===== src/rtl/pipe_ctrl.sv =====
// Pipeline hazard controller: prioritises memory wait, taken branch and load-use
// into stall/flush strobes, tracks memory-wait timeouts and counts stall cycles.
module pipe_ctrl (
  input  logic       clk,
  input  logic       reset,
  input  logic [4:0] id_rs1_addr,
  input  logic [4:0] id_rs2_addr,
  input  logic       id_rs1_used,
  input  logic       id_rs2_used,
  input  logic       ex_is_load,
  input  logic       ex_gpr_we_,
  input  logic [4:0] ex_dst_addr,
  input  logic       ex_branch_taken,
  input  logic       mem_req,
  input  logic       mem_ack,
  output logic       pc_stall,
  output logic       if_id_stall,
  output logic       id_ex_stall,
  output logic       ex_mem_stall,
  output logic       if_id_flush,
  output logic       id_ex_flush,
  output logic       mem_wb_flush,
  output logic [1:0] state,
  output logic       mem_err,
  output logic [15:0] stall_cnt
);

  typedef enum logic [1:0] {
    RUN      = 2'd0,
    MEM_WAIT = 2'd1,
    ERR      = 2'd2
  } state_t;

  state_t      state_q;
  logic [7:0]  wait_cnt_q;
  logic        mem_err_q;
  logic [15:0] stall_cnt_q;

  logic mem_wait;
  logic rs1_hit;
  logic rs2_hit;
  logic load_use;

  assign mem_wait = mem_req & ~mem_ack & (state_q != ERR);
  assign rs1_hit  = id_rs1_used & (id_rs1_addr == ex_dst_addr);
  assign rs2_hit  = id_rs2_used & (id_rs2_addr == ex_dst_addr);
  // x0 is never a real destination, so it can never create a hazard.
  assign load_use = ex_is_load & ~ex_gpr_we_ & (ex_dst_addr != 5'd0) & (rs1_hit | rs2_hit);

  always_comb begin
    pc_stall     = 1'b0;
    if_id_stall  = 1'b0;
    id_ex_stall  = 1'b0;
    ex_mem_stall = 1'b0;
    if_id_flush  = 1'b0;
    id_ex_flush  = 1'b0;
    mem_wb_flush = 1'b0;
    if (!reset) begin
      if (state_q == ERR || mem_wait) begin
        pc_stall     = 1'b1;
        if_id_stall  = 1'b1;
        id_ex_stall  = 1'b1;
        ex_mem_stall = 1'b1;
        mem_wb_flush = 1'b1;
      end else if (ex_branch_taken) begin
        if_id_flush = 1'b1;
        id_ex_flush = 1'b1;
      end else if (load_use) begin
        pc_stall    = 1'b1;
        if_id_stall = 1'b1;
        id_ex_flush = 1'b1;
      end
    end
  end

  always_ff @(posedge clk or posedge reset) begin
    if (reset) begin
      state_q     <= RUN;
      wait_cnt_q  <= 8'd0;
      mem_err_q   <= 1'b0;
      stall_cnt_q <= 16'd0;
    end else begin
      if (pc_stall && stall_cnt_q != 16'hFFFF) begin
        stall_cnt_q <= stall_cnt_q + 16'd1;
      end
      case (state_q)
        RUN: begin
          if (mem_wait) begin
            state_q    <= MEM_WAIT;
            wait_cnt_q <= 8'd0;
          end
        end
        MEM_WAIT: begin
          if (!mem_wait) begin
            state_q <= RUN;
          end else begin
            wait_cnt_q <= wait_cnt_q + 8'd1;
            // Counter is about to reach 255 with no ack: the access is lost.
            if (wait_cnt_q == 8'd254) begin
              state_q   <= ERR;
              mem_err_q <= 1'b1;
            end
          end
        end
        ERR: begin
          mem_err_q <= 1'b1;
        end
        default: begin
          state_q <= RUN;
        end
      endcase
    end
  end

  assign state     = state_q;
  assign mem_err   = mem_err_q;
  assign stall_cnt = stall_cnt_q;

endmodule


===== config.mk =====
export PLATFORM = sky130hd
export DESIGN_NAME = pipe_ctrl
export DESIGN_NICKNAME = d
export VERILOG_FILES = /design/src/rtl/pipe_ctrl.sv
export SDC_FILE = /design/constraint.sdc
export NUM_CORES = 1
export LEC_CHECK = 0
export BUFFER_PORTS_ARGS = -buffer_cell sky130_fd_sc_hd__buf_2
export CORE_UTILIZATION = 51
export CTS_CLUSTER_SIZE = 10
export DETAILED_ROUTE_END_ITERATION = 8
export PLACE_DENSITY_LB_ADDON = 0.08
export SLEW_MARGIN = 20
export SYNTH_ARGS = -nofsm -noshare
export SYNTH_HDL_FRONTEND = slang
export SYNTH_SLANG_ARGS = --single-unit

===== constraint.sdc =====
create_clock -name clk -period 2.4 [get_ports clk]
set_clock_uncertainty 0.1 [all_clocks]
set_input_delay 0.24 -clock clk [delete_from_list [all_inputs] [get_ports clk]]
set_output_delay 0.24 -clock clk [all_outputs]
set_load 0.01 [all_outputs]

==> impl_metrics.json <==
{
  "ys_warn_count": 0,
  "die_h_um": 58.0,
  "dieArea_um2": 3370,
  "grt_max_degree": 18,
  "cts-htree-levels": 1,
  "placed_cell_area_um2": 1850,
  "drv_slew": 0,
  "clock_latency_ps": 320,
  "final_cell_mix": "49 x buf_2, 27 x dfrtp_1, 22 x xor2_1",
  "layout-drive-gt1-share": 0.351,
  "fin_hold_ws_ps": 237,
  "antennaDiodeCount": 0,
  "peakVddDrop_mv": 0.284,
  "core-area_um2": 2850,
  "start_util": 0.561,
  "synth_compound_area_frac": 0.0805,
  "hold_viol": 0,
  "drc": 4,
  "finalSetupTns_ps": 0,
  "cts_buffer_depth": 2,
  "cp-end-kind": "primary output",
  "synthMuxAreaShare": 0.0274,
  "synth_top_family_by_area": "simple AND/OR/NAND/NOR gates",
  "wirelength_mm": 3.04,
  "worst_setup_path_start_kind": "input port",
  "port_buffers": 49,
  "nNetsFinal": 236,
  "area_delta_synth_final_pct": 18.5,
  "cts_made_buffers": 3,
  "synth_nets": 186,
  "wl_per_cell_um": 12.7,
  "dp_hpwl_mm": 2.45,
  "worst_pin_slew_ps": 632,
  "utilization": 0.664,
  "grt_pass1_vias": 1224,
  "grt_usage": 0.197,
  "cp_data_required_time_ps": 2060,
  "seqCellArea_um2": 676,
  "multi_input_area_um2": 858,
  "maxCapViolations": 0,
  "max_freq_mhz": 440,
  "rsz0062_at_grt": "no",
  "grt_overflow": 0,
  "tritoncts": "done",
  "min_period_ps": 2270,
  "maxSlewHeadroom": 0.578,
  "leakage_nw": 0.898,
  "finalCritPeriodShare": 0.946,
  "ys_seq_area_frac": 0.422,
  "ant_nets": 0,
  "ios": 50,
  "synthSimpleGateAreaFrac": 0.267,
  "root_buffer": "clkbuf_4",
  "hold_path_class": "in -> reg",
  "place.gp.congestion": 0.817,
  "critPathArrivalTime_ps": 1930,
  "num_vias": 1286,
  "synth_area_um2": 1600,
  "run_status": "finished, violations left",
  "synth_xor_area_frac": 0.137,
  "drtIter0Drc": 37,
  "avgSynthCellArea_um2": 10.1,
  "drt_pre_antenna_iters": 6,
  "clk_pin_slew_ps": 150,
  "nFillCells": 236,
  "final_common_cell": "buf_2",
  "antenna_found_initial": 0,
  "violations": "DRC",
  "final_area_um2": 1900,
  "ys_seq_elements": 27,
  "die_x_um": 58.0,
  "critPathMaxFanout": 16,
  "path_class": "in -> out",
  "grt_pass1_wl_mm": 5.15,
  "core.rowCount": 19,
  "syn-instance-count": 159,
  "clock_sinks": 27,
  "yosys.cell_types.count": 41,
  "p_per_area_nw_per_um2": 645,
  "viasPerCell": 5.38,
  "setup_viol": 0,
  "synthAdderAreaFrac": 0.0235
}
[area by class of cell]
| cell class | count | share of cell area |
|---|---|---|
| clock buffers | 3 | 0.0119 |
| repair buffers | 52 | 0.143 |
| flip-flops and latches | 27 | 0.356 |
| clock inverters | 1 | 0.00396 |
| well taps | 31 | 0.0205 |
| multi-input cells | 119 | 0.453 |
| inverters | 6 | 0.0119 |
[flip-flops by register name, summed over array words and instances, names as in the netlist]
name,cells
mem_err,1
stall_cnt,16
state,2
wait_cnt_q,8
[cell usage after synthesis, drive strengths merged]
library cell   n  share of area
clkbuf         2         0.0047
nor3           9          0.054
nor3b          1         0.0047
nand2         14          0.033
inv            6          0.014
nor2          14          0.033
nand3b         1         0.0047
nand4          4          0.016
or2            2         0.0078
o21a           1         0.0047
a21oi          3         0.0094
and2           2         0.0078
buf            5          0.024
o21ai          5          0.016
a22o           3          0.016
o211ai         1         0.0047
xnor2          3          0.016
ha             3          0.023
nor2b          1         0.0039
or4            1         0.0047
and3           2         0.0078
o32ai          1         0.0055
nor4           5          0.041
o32a           1          0.014
nand2b         2         0.0078
dfrtp         27           0.42
mux2i          1         0.0063
a32oi          1         0.0055
xor2          22           0.12
mux2           3          0.021
nand3          9          0.028
and4           1         0.0055
or3            2         0.0078
a21o           1         0.0047
[path summary, 6_finish.rpt]
| path | start | end | slack (ps) | depth (start not counted) |
|---|---|---|---|---|
| setup reg to reg | stall_cnt[5]$_DFFE_PP0P_ | stall_cnt[2]$_DFFE_PP0P_ | 320 | 7 |
| setup / recovery | reset | pc_stall | 130 | 6 |
| hold reg to reg | mem_err$_DFFE_PP0P_ | mem_err$_DFFE_PP0P_ | 390 | 1 |
| max in group asynchronous | reset | wait_cnt_q[4]$_DFFE_PP0P_ | 1150 | 4 |
| hold / removal | mem_req | wait_cnt_q[1]$_DFFE_PP0P_ | 240 | 5 |
| min in group asynchronous | reset | stall_cnt[6]$_DFFE_PP0P_ | 470 | 3 |
[where the power goes]
group | leakage, nW | switching (W) | internal [W]
clock | 0.0139 | 0.000132 | 0.0000636
sequential | 0.332 | 0.000116 | 0.000545
combinational | 0.552 | 0.000194 | 0.000172
[through the flow]
step / total power, W / worst slack [ps] / instances
floorplan: 0.000872 / 447 / 159
global placement: 0.00102 / 197 / 234
detailed placement: 0.00104 / 117 / 234
CTS: 0.00124 / 131 / 239
global route: 0.00131 / 87.6 / 239
finish: 0.00122 / 129 / 239
[metal layers]
layer / track usage / part of all wire
met1: 0.264 / 0.46
met2: 0.332 / 0.47
met3: 0.0357 / 0.064
met4: 0.0510 / 0.0069
met5: 0 / 0
[logic make-up after synthesis]
| logic type | Yosys count |
|---|---|
| flip-flops | 27 |
| buffers and inverters | 13 |
| multiplexers | 4 |
| adder cells (fa/ha/maj) | 3 |
| AND/OR/NAND/NOR | 70 |
| XOR/XNOR | 25 |
| AO/OA/AOI/OAI | 17 |
[worst max-delay path, cell delays in order]
cell and delay, ps:
dlygate4sd3_1 530, buf_2 150, or2_2 300, o32a_4 480
inv_1 100, buf_2 130
[what timing repair did]
item	4_1_cts	5_1_grt
resized for setup	0	1
hold endpoints to repair	16	0
hold buffers	1	0
endpoints found under the setup margin	0	7
setup buffers	0	0
Power figures use the tool's default switching activity.
